<file path="config.mk">
export PLATFORM = sky130hd
export DESIGN_NAME = cdc_handshake_src
export DESIGN_NICKNAME = d
export VERILOG_FILES = /design/src/rtl/cdc_handshake_src.sv
export SDC_FILE = /design/constraint.sdc
export NUM_CORES = 1
export LEC_CHECK = 0
export BUFFER_PORTS_ARGS = -buffer_cell sky130_fd_sc_hd__buf_2
export CAP_MARGIN = 20
export CELL_PAD_IN_SITES_DETAIL_PLACEMENT = 0
export CELL_PAD_IN_SITES_GLOBAL_PLACEMENT = 1
export CORE_UTILIZATION = 41
export CTS_BUF_LIST = sky130_fd_sc_hd__clkbuf_4 sky130_fd_sc_hd__clkbuf_8
export DETAILED_ROUTE_END_ITERATION = 10
export GPL_TIMING_DRIVEN = 0
export PLACE_DENSITY = 0.93
export REMOVE_ABC_BUFFERS = 1
export SKIP_LAST_GASP = 1
export SYNTH_ARGS = -nofsm -noshare
export SYNTH_HDL_FRONTEND = slang
export SYNTH_SLANG_ARGS = --single-unit
</file>
<file path="constraint.sdc">
create_clock -name clk -period 4.3 [get_ports clk]
set_input_delay 0.215 -clock clk [delete_from_list [all_inputs] [get_ports clk]]
set_output_delay 0.215 -clock clk [all_outputs]
set_load 0.05 [all_outputs]
</file>
<file path="src/rtl/cdc_handshake_src.sv">
// Source side of a 4-phase req/ack handshake that carries a WIDTH-bit word out of the clk domain.
// Includes a two-flop acknowledge synchronizer, a per-phase timeout and a completed-transfer counter.

module dff_meta #(
  parameter int WIDTH = 1
) (
  input  logic             clk,
  input  logic             reset,
  input  logic [WIDTH-1:0] d,
  output logic [WIDTH-1:0] q
);

  logic [WIDTH-1:0] meta;

  always_ff @(posedge clk) begin
    if (reset) begin
      meta <= '0;
      q    <= '0;
    end else begin
      meta <= d;
      q    <= meta;
    end
  end

endmodule

module cdc_handshake_src #(
  parameter int WIDTH          = 32,
  parameter int TIMEOUT_CYCLES = 1024
) (
  input  logic             clk,
  input  logic             reset,
  input  logic             in_valid,
  output logic             in_ready,
  input  logic [WIDTH-1:0] in_data,
  output logic             xfer_req,
  output logic [WIDTH-1:0] xfer_data,
  input  logic             xfer_ack_async,
  output logic             done,
  output logic             timeout_err,
  output logic [15:0]      xfer_count
);

  localparam int CW         = (TIMEOUT_CYCLES == 0) ? 1 : $clog2(TIMEOUT_CYCLES + 1);
  localparam int CNT_LAST_I = (TIMEOUT_CYCLES == 0) ? 0 : TIMEOUT_CYCLES - 1;
  localparam logic [CW-1:0] CNT_LAST = CNT_LAST_I[CW-1:0];

  typedef enum logic [1:0] {
    IDLE    = 2'd0,
    REQ     = 2'd1,
    RELEASE = 2'd2
  } state_t;

  state_t           state_q, state_d;
  logic [CW-1:0]    cnt_q, cnt_d;
  logic             req_q, req_d;
  logic [WIDTH-1:0] data_q, data_d;
  logic             done_q, done_d;
  logic             terr_q, terr_d;
  logic [15:0]      count_q, count_d;
  logic             acked_q, acked_d;
  logic             ack_sync;
  logic             timeout_hit;

  dff_meta #(.WIDTH(1)) u_ack_sync (
    .clk   (clk),
    .reset (reset),
    .d     (xfer_ack_async),
    .q     (ack_sync)
  );

  // Upstream port: a word moves when in_valid && in_ready are both high at a clk edge.
  // The sender must hold in_valid and in_data until that edge; in_ready never depends on in_valid.
  assign in_ready    = (state_q == IDLE) && !ack_sync;
  assign timeout_hit = (TIMEOUT_CYCLES != 0) && (cnt_q == CNT_LAST);

  assign xfer_req    = req_q;
  assign xfer_data   = data_q;
  assign done        = done_q;
  assign timeout_err = terr_q;
  assign xfer_count  = count_q;

  always_comb begin
    state_d = state_q;
    cnt_d   = cnt_q;
    req_d   = req_q;
    data_d  = data_q;
    done_d  = 1'b0;
    terr_d  = terr_q;
    count_d = count_q;
    acked_d = acked_q;
    case (state_q)
      IDLE: begin
        if (in_valid && in_ready) begin
          data_d  = in_data;
          req_d   = 1'b1;
          cnt_d   = '0;
          acked_d = 1'b0;
          state_d = REQ;
        end
      end
      REQ: begin
        cnt_d = cnt_q + 1'b1;
        // An ack arriving on the timeout cycle still counts as a completed request phase.
        if (ack_sync) begin
          req_d   = 1'b0;
          cnt_d   = '0;
          acked_d = 1'b1;
          state_d = RELEASE;
        end else if (timeout_hit) begin
          req_d   = 1'b0;
          terr_d  = 1'b1;
          cnt_d   = '0;
          acked_d = 1'b0;
          state_d = RELEASE;
        end
      end
      RELEASE: begin
        cnt_d = cnt_q + 1'b1;
        // Only a request phase that was acknowledged yields a done pulse and a count.
        if (!ack_sync) begin
          if (acked_q) begin
            done_d  = 1'b1;
            count_d = count_q + 16'd1;
          end
          state_d = IDLE;
        end else if (timeout_hit) begin
          terr_d  = 1'b1;
          state_d = IDLE;
        end
      end
      default: begin
        req_d   = 1'b0;
        state_d = IDLE;
      end
    endcase
  end

  always_ff @(posedge clk) begin
    if (reset) begin
      state_q <= IDLE;
      cnt_q   <= '0;
      req_q   <= 1'b0;
      data_q  <= '0;
      done_q  <= 1'b0;
      terr_q  <= 1'b0;
      count_q <= 16'd0;
      acked_q <= 1'b0;
    end else begin
      state_q <= state_d;
      cnt_q   <= cnt_d;
      req_q   <= req_d;
      data_q  <= data_d;
      done_q  <= done_d;
      terr_q  <= terr_d;
      count_q <= count_d;
      acked_q <= acked_d;
    end
  end

endmodule
</file>
Yosys cells after proc, flatten, opt, wreduce, memory -nomap -nowiden
Index checks and enable logic that the tools add are counted.

word-level totals
  register bits after elaboration = 67
  input port bits = 36
  logic and storage cells = 59

cells by class
  $add $sub $neg = 2
  equality and inequality tests = 8
  multiplexer cells = 22
  bitwise logic cells = 2
  reductions and logical operators = 15

operators by type and width
  kind                                                   number
  two-way mux 11 bit                                     3
  case mux 11 bit (3 select lines)                       1
  adder 16 x 1 -> 16 bit, second input constant          1
  AND reduction 3 bit                                    5
  adder 11 x 1 -> 11 bit, second input constant          1
  == test 11 x 10 -> 1 bit, second input constant        1
  two-way mux 2 bit                                      5
  two-way mux 1 bit                                      9
  case mux 2 bit (3 select lines)                        1
  inequality test 2 x 1 -> 1 bit, second input constant  2
  case mux 1 bit (2 select lines)                        2
  AND reduction 2 bit                                    2
  nonzero test 2 bit                                     2
  inequality test 3 x 2 -> 1 bit, second input constant  1
  inequality test 3 bit, second input constant           1
  case mux 1 bit (3 select lines)                        1
  nonzero test 3 bit                                     1
  OR reduction 3 bit                                     1
  == test 2 x 1 -> 1 bit, second input constant          1
  == test 2 bit, second input constant                   1
  logical AND 1 bit                                      2
  logical NOT 2 bit                                      1
  inequality test 2 bit, second input constant           1
  inverter 1 bit                                         2
  logical NOT 1 bit                                      1

Depth between registers and ports, before layout
Gate-level depths: netlist of run 1.

  depth after elaboration = 5
  depth in mapped cells = 8
  depth with buffers taken out = 6

By module
From an unflattened synthesis of run 1, not the netlist that was laid out.

unflattened totals
  cell total of the unflattened synthesis = 338
  area, all modules = 2,850.2 sq um

by module, submodules not included
  module             times used  cells an instance  area an instance (sq um)  sequential area each (sq um)
  cdc_handshake_src  1           334                2,797.7                   1,301.2
  dff_meta           1           4                  52.6                      40.0

Worst setup path after synthesis of run 1
No wires, ideal clock.

  kind = reg2reg
  from = register state_q[0]
  to = register data_q[11] (netlist: xfer_data[11])
  data arrival time = 2,305 ps
  required time = 4,230 ps
  slack = 1,924 ps
  stages on the path, launching flop included = 9
  buffers on the path = 2
  clock period less this slack = 2,376 ps
  cells stage by stage = dfxtp_1 -> inv_1 -> ha_1 -> nor2b_1 -> and2_1 -> clkbuf_1 -> clkbuf_1 -> nand2_1 -> a21oi_1

on the way
  word-level cells in the longest chain between the ends = 4

RTL lines
  element                        RTL line  source
  from (decl)                    54        state_t state_q, state_d;
  from (signal assigned)         150       state_q <= state_d;
  logical NOT 2 bit              74        assign in_ready = (state_q == IDLE) && !ack_sync;
  logical AND 1 bit              74
  via in_ready                   34        output logic in_ready,
  logical AND 1 bit              94        if (in_valid && in_ready) begin
  AND reduction 2 bit (no line)  -
  to (signal assigned)           153       data_q <= data_d;
  to (decl)                      57        logic [WIDTH-1:0] data_q, data_d;

The timed path passes the listed nets, and every way through them passes these cells.
A chain may end at the register's enable or synchronous reset.

==> run metrics, run 1 <==
FMAX 461 MHz; drt drc 0; Total Die Area 7450 um2; final cycle utilization of the critical path 50.5%; RSZ-0062 raised after global routing no; final worst slack 2.13 ns; setup TNS 0 ns; Ys Warns 0; CTS buffer count 9; Sw Ratio 39.5%; Mapped Avg Cell Area 8.26 um2; internal power 1070 uW; arrival time of the worst setup path 2.39 ns; layout cell share with drive strength beyond 1 26.0%; setup bufs post-CTS 0; total wire length 6660 um; TritonCTS clock tree built; grt ovf 0; fin. max-slew vios 0; min Tclk post-route 2.17 ns; # diodes 0; drt first pass iters 4; worst slew pin tran 1.08 ns; Setup Skew 0.00785 ns; via/cell ratio 5.13; Setup-failing EPs final 0; Synth Instances 353; combinational share of power 33.0%; vias in the first global route 2408; H-tree depth 3; Yosys top cell area share 46.0%; Global Route Usage Sum 18.1%; Critical Path RT 4.52 ns; Power Dens Cells 490 nW/um2; Die W 86.3 um; CP Max Fanout 60; Rel. slew slack 28.0%; kind of critical path in -> reg; WL/cell 12.5 um; most frequent cells in the layout buf_2, nand2_1, dfxtp_1; Syn-to-layout area delta 23.3%; Clock Power Share 26.7%; initial core utilization 42.7%; worst slack, placed 1.76 ns; Max-Cap Viols 0; Post-synth EDFFs 0; Most used DFF post-synth dfxtp_1; dominant cell type by area after synthesis dfxtp_1; Final Hold Vio Count 0; status complete, no violations; antenna viol nets, final 0; clock transition at the registers of the reported paths 0.08 ns; Synth async-reset ratio 0%; leading cell type in the layout, fill and taps excluded buf_2; Sw Pwr 696 uW; IO Pins 88; CORE AREA 6830 um2; Max clock buf depth 2; initial drt markers 108; Root Buffer clkbuf_8; Placed Cells 517; Worst-Skew Late Latency 0.34 ns; CP endpoint kind flip-flop; GPL Wtd Cong 0.835; post_cts resized 0; ranking of synthesized cells by area dfxtp_1, nand2_1, a21oi_1; unique cell type count in the Yosys netlist 50; worst IR drop on VDD 0.226 mV; flops & latches, synth 67; antenna violations before repair 0; die height 86.3 um; vias 2740; post-synth design cell area 2920 um2; post-synthesis sequential area ratio 46.0%; # rows 30; worst hold path class in -> reg; first-pass GRT wire length 10800 um; Pleak 0.00151 uW; Sequential Power Share 40.4%; I/O Buffers 87; clock tree sinks 67; CTS Hold Bufs 0; fin nets 476; final cell count without fillers 534; Final HPWL DP 4490 um; pin count of the biggest net entering global routing 61; Startpoint Class primary input
## state kept, by name, summed over array words and instances (netlist names)
signal,count
xfer_count,16
u_ack_sync.meta,1
xfer_req,1
done,1
cnt_q,11
xfer_data,32
timeout_err,1
state_q,2
acked_q,1
u_ack_sync.q,1
## final timing paths
check                     to  slack, ns            start  depth (start not counted)
min          u_ack_sync.meta       0.09   xfer_ack_async                          2
max reg2reg     xfer_data[5]       2.15       state_q[0]                          6
min reg2reg     u_ack_sync.q       0.45  u_ack_sync.meta                          1
max                 cnt_q[4]       2.13            reset                          4
## power groups by stage
stage,clock [uW],combinational (uW),sequential [uW]
after global routing,511,632,720
after CTS,486,566,712
after detailed placement,0,565,727
final,470,581,712
after floorplan,0,247,900
after global placement,0,560,723
## synth_stat cells (2+ instances only)
cell / number
a32oi_1: 4
a221oi_1: 2
o41ai_1: 2
or4_1: 2
nand3b_1: 2
a32o_1: 3
nand4_1: 10
clkbuf_1: 13
a31oi_1: 2
and2_1: 3
a21oi_1: 43
mux2i_1: 5
buf_1: 2
nand2_1: 82
buf_2: 3
o21ai_0: 9
dfxtp_1: 67
a211oi_1: 2
or3_1: 3
o22ai_1: 4
nor3_1: 4
o311ai_0: 2
nor2b_1: 4
nand3_1: 7
ha_1: 7
a31o_2: 2
or2_2: 2
xnor2_1: 5
inv_1: 12
and3_1: 4
nor2_1: 16
xor2_1: 4
nand2b_1: 4
## area by class of cell
cell class	count	area [um2]
Multi-Input combinational cell	254	1440
Tap cell	96	120
Clock inverter	6	40.0
Sequential cell	67	1340
Timing Repair Buffer	88	463
Inverter	13	48.8
Clock buffer	10	138
Fill cell	681	3240
## through the flow
stage          instance area (um2)  util, %  total power (uW)  hold slack [ns]
3_3_place_gp                  3390     49.6              1280            0.427
4_1_cts                       3570     52.2              1760           0.0803
6_report                      3590     52.6              1760           0.0851
2_1_floorplan                 2830        -              1150            0.284
5_1_grt                       3590     52.6              1860            0.102
3_5_place_dp                  3390     49.6              1290            0.426
## cells by family (layout without fill, tap and decap cells)
family          count (synthesis)  in the layout  share of synthesized area [%]
simple gates                  153            153                           25.2
compound gates                 80             80                           16.9
flops                          67             67                           46.0
buf+inv                        32            117                           4.51
xor+xnor                        9              9                           2.70
fa+ha+maj                       7              7                           3.00
mux                             5              5                           1.72
## worst max-delay path: stages
cell,delay (ns)
buf_2,0.78
clkinv_1,0.75
nand4_1,0.47
o32ai_1,0.13
## metal layers
| layer | share of wire, % | routed length (um) | vias to the layer above | track usage [%] |
|---|---|---|---|---|
| met5 | 0 | 0 | - | 0 |
| met4 | 1.1 | 76 | 0 | 6.82 |
| met3 | 7.8 | 522 | 8 | 5.52 |
| met2 | 43 | 2840 | 87 | 29.2 |
| met1 | 48 | 3220 | 1244 | 22.6 |
| li1 | - | - | 1401 | - |
No activity file was read; power rests on OpenSTA's default activity.
==> run 2: changes to the inputs <==
Settings changed: CORE_UTILIZATION 41 to 35, PLACE_DENSITY 0.93 to 0.85.
Clock period 4.3 ns to 1.9 ns, I/O delays scaled along.
==> run metrics, run 2 (synthesis results as in run 1) <==
CTS buffer count 9 (unchanged); I/O Buffers 87 (unchanged); GPL Wtd Cong 0.774 (-7.4%); Final HPWL DP 4760 um (+6.2%); Worst Hold Launch reset; Startpoint Class flip-flop; CORE AREA 7890 um2 (+15%); Die W 93.3 um (+8.0%); kind of critical path reg -> reg; family with the most delay on the worst path simple AND/OR/NAND/NOR gates; antenna violations before repair 0 (unchanged); # rows 32 (+6.7%); Max clock buf depth 2 (unchanged); Syn-to-layout area delta 40.1%; Design Power 4420 uW (+150%); Worst R2R Start cnt_q[1]; clock tree sinks 67 (unchanged); RSZ-0062 raised after global routing yes; final worst slack 0.0691 ns (-2.06 ns); busiest grt layer met2; # diodes 0 (unchanged); Total Die Area 8700 um2 (+17%); worst hold path class in -> reg; CP endpoint kind flip-flop; Critical Path Max Stage Delay 0.50 ns (-0.28 ns); Setup-failing EPs final 0 (unchanged); antenna viol nets, final 0 (unchanged); most frequent cells in the layout buf_2, nand2_1, dfxtp_1; pin count of the biggest net entering global routing 61 (unchanged); met3 GRT Util 5.85% (+0.33 points); Slowest-stage cell, CP or4_4; Global Route met2 Usage 29.5% (+0.31 points); Max-Cap Viols 0 (unchanged); Root Buffer clkbuf_8; initial drt markers 99 (-8.3%); Power Dens Cells 1080 nW/um2 (+120%); critical path launch point cnt_q[1]; arrival time of the worst setup path 2.07 ns (-0.32 ns); status complete, no violations; Global Route Usage Sum 17.6% (-0.47 points); layout cell share with drive strength beyond 1 28.4% (+2.4 points); post-layout util 51.8% (-0.81 points); clock transition at the registers of the reported paths 0.07 ns (about the same); min Tclk post-route 1.83 ns; fin nets 513 (+7.8%); drt drc 0 (unchanged); CP Max Fanout 5 (-92%); worst slew pin tran 0.622 ns (-0.459 ns); TritonCTS clock tree built; Levels on crit path 5 (+1); first-pass GRT wire length 12000 um (+11%); CP Buf/Inv Count 0 (-2); worst IR drop on VDD 0.464 mV (+110%); via/cell ratio 5.06 (-1.3%); Setup Skew 0.0100 ns (+0.00219 ns); crit-path cells ha_2 -> nand3_1 -> or4_4 -> and3_4 -> a32o_2; # fillers 740 (+8.7%); Rel. slew slack 58.6% (+31 points); H-tree depth 3 (unchanged); Pleak 0.00172 uW (+14%); grt ovf 0 (unchanged); leading cell type in the layout, fill and taps excluded buf_2; vias in the first global route 2608 (+8.3%); worst reg-to-reg path cell count 5 (-1); vias 2921 (+6.6%); total wire length 7750 um (+16%); WL/cell 13.4 um (+7.7%); Largest register FFs 32 (unchanged); Critical Path RT 2.14 ns (-2.38 ns); IO Pins 88 (unchanged); Final Hold Vio Count 0 (unchanged); FMAX 546 MHz; M1 GR Usage 20.7% (-2.0 points); final cycle utilization of the critical path 96.4%; fin. max-slew vios 0 (unchanged); drt first pass iters 4 (unchanged); worst slack, placed -0.556 ns (-2.31 ns); Worst Hold Depth 2 (unchanged); initial core utilization 37.0% (-5.7 points); die height 93.3 um (+8.0%); Worst-Skew Late Latency 0.35 ns (about the same)
run 2: cell types whose count changed in the layout (fill, tap and decap cells not counted), sizes merged:
cell,before,now
clkbuf,10,11
inv,13,12
bufinv,0,2
and2,3,4
dlygate4sd3,0,33
buf,88,91
clkinv,5,3
run 2: worst register-to-register path, delay by kind of cell, from the launching register on:
family / cells / cell delay [ns]
simple gates: 3 / 0.87
flops: 1 / 0.38
compound gates: 1 / 0.25
fa+ha+maj: 1 / 0.23
run 2: power by group:
group	leakage [uW]	total, uW	switching [uW]	internal [uW]
Sequential	0.000546	1630	83.3	1540
Clock	0.000116	1350	541	814
Combinational	0.00105	1430	1010	425
Total	0.00172	4420	1630	2780
run 2: path summary, 6_finish.rpt:
path                   end  slack [ns]
max               cnt_q[1]        0.07
min          xfer_count[8]        0.24
max reg2reg       cnt_q[1]        0.07
min reg2reg   u_ack_sync.q        0.44
run 2: cell type report:
class	count	area, um2	share of cell area, %
inverter	13	48.8	1.19
timing repair buffer	124	811	19.8
tap	102	128	3.12
sequential	67	1350	32.9
multi-input combinational	255	1520	37.1
clock inverter	5	85.1	2.08
clock buffer	11	151	3.71
run 2: what timing repair did:
item                                   4_1_cts  5_1_grt
buffers inserted                             1        3
endpoints found under the hold margin       33        0
pin swaps                                    1        3
hold buffers                                33        0
gates resized for setup                     11       15
setup endpoints to repair                   50       52
cloned                                       0        1
run 2: through the flow:
stage	cells	setup TNS [ns]	instance area [um2]	hold slack, ns
floorplan	334	-20.49	2830	0.164
global placement	523	-17.29	3400	0.306
detailed placement	523	-18.34	3400	0.316
CTS	573	-0.000919	4000	0.239
global route	577	-0.0712	4090	0.255
finish	577	0	4090	0.241
run 2: per-layer routing:
metal	share of wire [%]	vias up
li1	-	1478
met1	46	1342
met2	46	92
met3	6.4	9
met4	1.8	0
met5	0	-
